===== config.mk =====
export PLATFORM = sky130hd
export DESIGN_NAME = int_regfile_mp
export DESIGN_NICKNAME = d
export VERILOG_FILES = /design/src/rtl/int_regfile_mp.sv
export SDC_FILE = /design/constraint.sdc
export NUM_CORES = 1
export LEC_CHECK = 0
export CAP_MARGIN = 0
export CELL_PAD_IN_SITES_DETAIL_PLACEMENT = 1
export CELL_PAD_IN_SITES_GLOBAL_PLACEMENT = 2
export CORE_AREA = 2 2 336 338
export DETAILED_ROUTE_END_ITERATION = 16
export DIE_AREA = 0 0 338 340
export GPL_ROUTABILITY_DRIVEN = 0
export PLACE_DENSITY_LB_ADDON = 0.1
export SYNTH_ARGS = -nofsm -noshare
export SYNTH_HDL_FRONTEND = slang
export SYNTH_SLANG_ARGS = --single-unit

===== constraint.sdc =====
create_clock -name clk -period 3.9 [get_ports clk]
set_input_delay 0.585 -clock clk [delete_from_list [all_inputs] [get_ports clk]]
set_output_delay 0.585 -clock clk [all_outputs]
set_load 0.005 [all_outputs]

===== src/rtl/int_regfile_mp.sv =====
// int_regfile_mp: parametrised NUM_REGS x XLEN register file with post-reset clear, optional bypass and `INT_REGFILE_SCOREBOARD_EN pending scoreboard
module int_regfile_mp #(
  parameter int XLEN         = 32,
  parameter int NUM_REGS     = 32,
  parameter int NUM_RD_PORTS = 2,
  parameter int WR_BYPASS    = 1,
  localparam int AW          = $clog2(NUM_REGS)
) (
  input  logic                         clk,
  input  logic                         rst,
  input  logic [NUM_RD_PORTS*AW-1:0]   rs_addr,
  output logic [NUM_RD_PORTS*XLEN-1:0] rs_data,
  input  logic [AW-1:0]                rd_addr,
  input  logic [XLEN-1:0]              rd_data,
  input  logic                         rd_en,
`ifdef INT_REGFILE_SCOREBOARD_EN
  input  logic                         issue_en,
  input  logic [AW-1:0]                issue_addr,
  output logic [NUM_RD_PORTS-1:0]      rs_pending,
`endif
  output logic                         ready
);
  typedef enum logic {INIT, READY} state_t;
  state_t          r_state;
  logic [AW-1:0]   r_clr_idx;
  logic [XLEN-1:0] r_regs [NUM_REGS];
  logic            w_ready;
  logic            w_wr;
  assign w_ready = (r_state == READY) && !rst;
  assign w_wr    = rd_en && (rd_addr != '0);
  assign ready   = w_ready;
  always_ff @(posedge clk) begin
    if (rst) begin
      r_state   <= INIT;
      r_clr_idx <= AW'(1);
    end else if (r_state == INIT) begin
      r_regs[r_clr_idx] <= '0;
      r_clr_idx         <= r_clr_idx + AW'(1);
      if (r_clr_idx == AW'(NUM_REGS-1)) r_state <= READY;
    end else if (w_wr) begin
      r_regs[rd_addr] <= rd_data;
    end
  end
`ifdef INT_REGFILE_SCOREBOARD_EN
  logic [NUM_REGS-1:0] r_pending;
  logic [NUM_REGS-1:0] w_clr_mask;
  logic [NUM_REGS-1:0] w_set_mask;
  // set is applied after clear so a new producer supersedes the retiring one
  assign w_clr_mask = w_wr ? (NUM_REGS'(1) << rd_addr) : '0;
  assign w_set_mask = (issue_en && issue_addr != '0) ? (NUM_REGS'(1) << issue_addr) : '0;
  always_ff @(posedge clk) begin
    r_pending <= (rst || r_state == INIT) ? '0 : (((r_pending & ~w_clr_mask) | w_set_mask) & ~NUM_REGS'(1));
  end
`endif
  for (genvar i = 0; i < NUM_RD_PORTS; i++) begin : g_rd
    logic [AW-1:0] w_a;
    logic          w_byp;
    assign w_a   = rs_addr[i*AW +: AW];
    assign w_byp = (WR_BYPASS != 0) && rd_en && (rd_addr == w_a);
    assign rs_data[i*XLEN +: XLEN] = (!w_ready || w_a == '0) ? '0 : w_byp ? rd_data : r_regs[w_a];
`ifdef INT_REGFILE_SCOREBOARD_EN
    assign rs_pending[i] = w_ready && !w_byp && r_pending[w_a];
`endif
  end
endmodule


-- Yosys cells after proc, flatten, opt, wreduce, memory -nomap -nowiden
Memories as Yosys holds them, arrays and structs flattened.
Cells that the tools add are included.
W data, S select, Z words.
- register bits: 6
- bits in writable memories: 1024
- bits of input ports: 50
- output and inout port bits: 65
- word-level logic and storage cells: 35
- memories: 1
- add/sub/neg operators: 1
- equality and inequality tests: 3
- muxes and demuxes: 16
- reductions and logical operators: 12
- memories (memory ; depth ; width ; rd ports ; clocked after Yosys merged registers in ; write ports ; RTL line ; text):
    r_regs ; 32 ; 32 ; 2 ; 0 ; 1 ; 26 ; logic [XLEN-1:0] r_regs [NUM_REGS];
- operators with widths (kind ; number):
    $mux W32 ; 5
    $reduce_or A32 Y1 ; 1
    $eq A5 B5 Y1 ; 2
    $logic_not A5 Y1 ; 2
    $mux W1 ; 10
    $add A5 B1 Y5 const B ; 1
    $eq A5 B5 Y1 const B ; 1
    $mux W5 ; 1
    $reduce_bool A5 Y1 ; 1
    $logic_and A1 B1 Y1 ; 4
    $logic_not A1 Y1 ; 2
    $logic_or A1 B1 Y1 ; 2

-- Longest topological paths before layout
Gate-level depths: netlist of run 1.
- word-level depth: 8
- mapped depth: 10

-- Worst setup path before layout of run 1
OpenSTA, ideal clock, no wires.
- path kind: input to register
- start point: in rd_addr[1]
- end point: mem r_regs[20][0] (enable)
- arrival time: 3378 ps
- data required time: 3479 ps
- slack: 101 ps
- cell stages on the path: 7
- path through: clkbuf_2 or4_1 o211a_1 buf_4 o21ai_1 nand2_1 nor2_1
- word-level cells in the longest chain between the ends: 8
- elaborated cells between the ends (all ways): 9
- classes of those cells: mux: 6; reduce/logical: 3
- ends and longest elaborated chain (item ; RTL line ; text):
    start, declared ; 13 ; input logic [AW-1:0] rd_addr,
    $reduce_bool A5 Y1 ; 30 ; assign w_wr = rd_en && (rd_addr != '0);
    $logic_and A1 B1 Y1 ; 30 ;
    $mux W1 ; 40 ; end else if (w_wr) begin
    $mux W1 ; 36 ; end else if (r_state == INIT) begin
    $mux W1 ; 33 ; if (rst) begin
    $mux W1 (not written as such) ; 41 ; r_regs[rd_addr] <= rd_data;
    $reduce_or A32 Y1 (no line) ; n/a ;
    $mux W5 (no line) or $mux W1 (tied branches) ; n/a ;
    end, declared ; 26 ;
Several ways; a longest one is shown, not always the timed one.

-- Final worst setup path of run 1
- start point: in rs_addr[6]
- end point: out rs_data[54]
- word-level cells in the longest chain between the ends: 4
- elaborated cells between the ends (all ways): 7
- classes of those cells: eq/ne: 1; mux: 2; reduce/logical: 3; memory: 1
- ends and longest elaborated chain (item ; RTL line ; text):
    start, declared ; 11 ; input logic [NUM_RD_PORTS*AW-1:0] rs_addr,
    parallel branches: the longest is 3 deep, another holds $mem_v2 Z32 W32 ; n/a ;
    $mux W32 (*) ; 60 ; assign rs_data[i*XLEN +: XLEN] = (!w_ready || w_a == '0) ? '0 : w_byp ? rd_data : r_regs[w_a];
    end, declared ; 12 ; output logic [NUM_RD_PORTS*XLEN-1:0] rs_data,
Mark *: on every way between the ends.

==> key figures, run 1 <==
Run status
  • Outcome: finished clean

Die
  • Core Footprint: 112000 um2
  • Rows: 123
  • Starting Density: 43.5%
  • Die ar.: 115000 um2
  • # IOs: 115
  • Height of the die: 340 um
  • Die W: 338 um

Pwr
  • Pwr Density: 424 nW/um2
  • Sw Ratio: 23.4%
  • Int Power: 0.0189 W
  • Maximum vdd drop: 0.000366 V
  • Register share of total power: 49.3%
  • Psw: 0.00577 W
  • Leak Pwr: 17.7 nW
  • Comb pwr share: 8.4%
  • Clock power share: 42.2%

GRT
  • Vias in the first global route: 32.5k
  • Antenna violations before repair: 0
  • Gr usage total: 32.3%
  • Met2 usage: 51.4%
  • Grt ovf: 0
  • Global route hottest layer: met2
  • Grt met3 use: 5.20%
  • Largest net degree at the start of global routing: 43
  • First-pass GRT wire length: 258 mm
  • Grt met1 use: 45.0%

Drt
  • WL/cell: 40.2 um
  • DRT Pass-1 Iters: 5
  • Wirelength, routed: 184 mm
  • # DRC: 0
  • Vias per inst: 6.84
  • Antenna-violating nets left: 0
  • Vias: 31.3k
  • DR iter-0 viols: 3784

Timing
  • Max Fclk: 0.257 GHz
  • Final Hold Fails: 0
  • # setup viols final: 0
  • Clock skew: 17.3 ps
  • Fin Hold WS: 591 ps
  • Worst relative slew slack: 25.6%
  • Final setup TNS: 0 ps
  • Final critical-path required period: 3900 ps
  • Slew Viols, Final: 0
  • Worst-Margin Slew: 1120 ps
  • RSZ-0062 raised after global routing: no
  • Crit share post-route: 99.9%

Finish
  • Layout cells sized above 1: 30.7%
  • Fin area: 58200 um2
  • Layout area overhead: 19.8%
  • Fin nets: 3044
  • ANT cells: 0
  • Fillers: 10.0k
  • Final Non-Filler Cells: 4581
  • Fin util: 52.2%

Placed design
  • Total placed instance area: 54600 um2
  • Post-DP HPWL: 116 mm
  • Cells after DPL: 4376
  • # port buffers: 114

Synthesis
  • Mapped cell area: 48600 um2
  • Library cells used by synthesis: 55
  • Async set or reset register ratio after synthesis: 0%
  • Post-synthesis sequential area ratio: 63.5%
  • Cell count after synthesis: 2677
  • Largest family of logic cells by synthesized area: multiplexers
  • Largest area contributor in the netlist: edfxtp_1
  • Post-Synth Simple-Gate Area: 2.89%
  • Adder-cell share of the synthesized area: 0.0515%
  • Number of synthesized register bits: 1030
  • Avg Cell Area, Syn: 18.2 um2
  • Warnings, synthesis: 0
  • Synth top area share: 63.3%
  • Post-synthesis compound-gate area fraction: 7.63%
  • Top_reg_cell synth: edfxtp_1
  • EDFF count, synth: 1024
  • Post-synthesis mux area share: 23.3%
  • Xor and xnor fraction of the mapped netlist area: 0.234%
  • Syn Nets: 2729
  • Synth top area cells: edfxtp_1 (63%), mux4_2 (18%), mux2i_1 (5.3%)

CTS
  • CTS root buffer: clkbuf_16
  • H-tree Lvls: 3
  • CTS tree: done
  • Maximum clock path buffer count: 3
  • TritonCTS Sinks: 1030
  • Post-CTS Hold Buffers: 0
  • Clk Latency, worst-skew pair: 700 ps
  • Clk slew on worst S/H paths: 70 ps
  • Cts bufs inserted: 111

Critical path
  • Reg2reg end: r_regs[12][13]$_DFFE_PP_
  • Crit Path Class: primary input to primary output
  • Setup crit start kind: primary input
  • Worst R2R Setup Slack: 890 ps
  • Reg2reg start: r_state$_SDFF_PP0_
  • Critical path peak fanout: 20
  • CP Data Required Time: 3310 ps
  • Register-to-Register Path Depth: 5
  • Arr. time, crit path: 3310 ps
  • CP Capture Type: primary output

Job
  • Max Cap Viol: 0

Worst hold path
  • Hold path depth: 2
  • Hold Path Class: register to register
  • Hold EP: r_clr_idx[3]$_SDFFE_PP0N_
  • Hold wc startpoint: r_clr_idx[3]$_SDFFE_PP0N_
==> worst max-delay path by stage <==
stage	from	to	depth (start not counted)
floorplan	rd_addr[1]	r_regs[20][0]$_DFFE_PP_	7
global placement	rs_addr[6]	rs_data[54]	7
detailed placement	rs_addr[6]	rs_data[54]	7
CTS	rs_addr[5]	rs_data[59]	9
global route	rs_addr[8]	rs_data[34]	10
finish	rs_addr[6]	rs_data[54]	7
==> metal layers <==
metal | part of all wire [%] | routed length, um
met1 | 41 | 75200
met3 | 7.6 | 13900
met5 | 0 | 0
met4 | 3.8 | 7070
met2 | 48 | 87800
==> registers in the layout, summed over array words and instances, names as in the netlist <==
| signal | flops |
|---|---|
| r_regs | 1024 |
| r_clr_idx | 5 |
| r_state | 1 |
==> Yosys cell counts (10+ instances only) <==
cell and instances:
buf_4 28, buf_2 91, a221oi_1 63, clkbuf_1 90
nand4_1 10, a22oi_1 65, o21bai_1 32, o221ai_1 53
a22o_1 42, buf_1 14, nor2_1 76, nand3_1 35
a32o_1 16, mux2i_1 256, mux4_2 385, a221o_1 35
o311ai_0 30, and2_1 35, a21oi_1 73, nand2_1 69
a211oi_1 22, edfxtp_1 1024, nor2b_1 39
==> layout by cell type, fill, tap and decap left out, types with 37 or more instances in the layout <==
cell type,instances
nand2_1,69
buf_12,116
mux2i_1,256
a21oi_1,63
edfxtp_1,1024
a22oi_1,64
mux4_2,385
buf_4,201
nor2_1,39
clkbuf_16,113
clkdlybuf4s50_1,106
a22o_1,42
o221ai_1,53
a221oi_1,62
nor2_4,37
==> metrics by stage <==
stage          setup slack, ps  power (W)
5_1_grt                  0.793     0.0253
4_1_cts                  0.453     0.0248
3_3_place_gp              -241     0.0144
6_report                  2.23     0.0247
3_5_place_dp              -218     0.0145
2_1_floorplan              101     0.0135
==> cell families after synthesis <==
kind of cell,Yosys count
DFF,1030
and+or+nand+nor,286
AOI/OAI and AO/OA,462
adders and majority gates,2
buffers and inverters,234
muxes,650
xor gates and xnor gates,13
==> final cells by class <==
type / instances / area (um2) / share of cell area (%)
inverter: 5 / 18.8 / 0.0322
timing repair buffer: 431 / 4980 / 8.55
clock inverter: 69 / 607 / 1.04
multi-input combinational: 1413 / 17000 / 29.1
clock buffer: 133 / 2900 / 4.99
tap: 1500 / 1880 / 3.22
sequential: 1030 / 30900 / 53.0
==> worst max-delay path: stages <==
cell and delay [ps]:
buf_8 270, buf_6 280, mux4_2 670, a22oi_2 410, nand4_1 200, a32o_1 370, clkdlybuf4s50_1 480
==> power by group through the flow <==
stage          sequential (W)  combinational, W  clock [W]
3_3_place_gp           0.0124           0.00204          0
4_1_cts                0.0122           0.00206     0.0106
6_report               0.0122           0.00208     0.0104
2_1_floorplan          0.0124           0.00111          0
5_1_grt                0.0122           0.00216     0.0109
3_5_place_dp           0.0124           0.00205          0
==> timing repair <==
action | CTS | global route
gates resized for setup | 9 | 13
setup endpoints to repair | 38 | 15
buffers inserted | 3 | 0
hold endpoints to repair | 0 | 0
pin swaps | 2 | 2
Power figures use the tool's default switching activity.
==> inputs of run 2 (changes only) <==
- CTS_CLUSTER_DIAMETER: not set -> 150
==> results of run 2 <==
Final layout, timing and power as in run 1 (identical DEF).
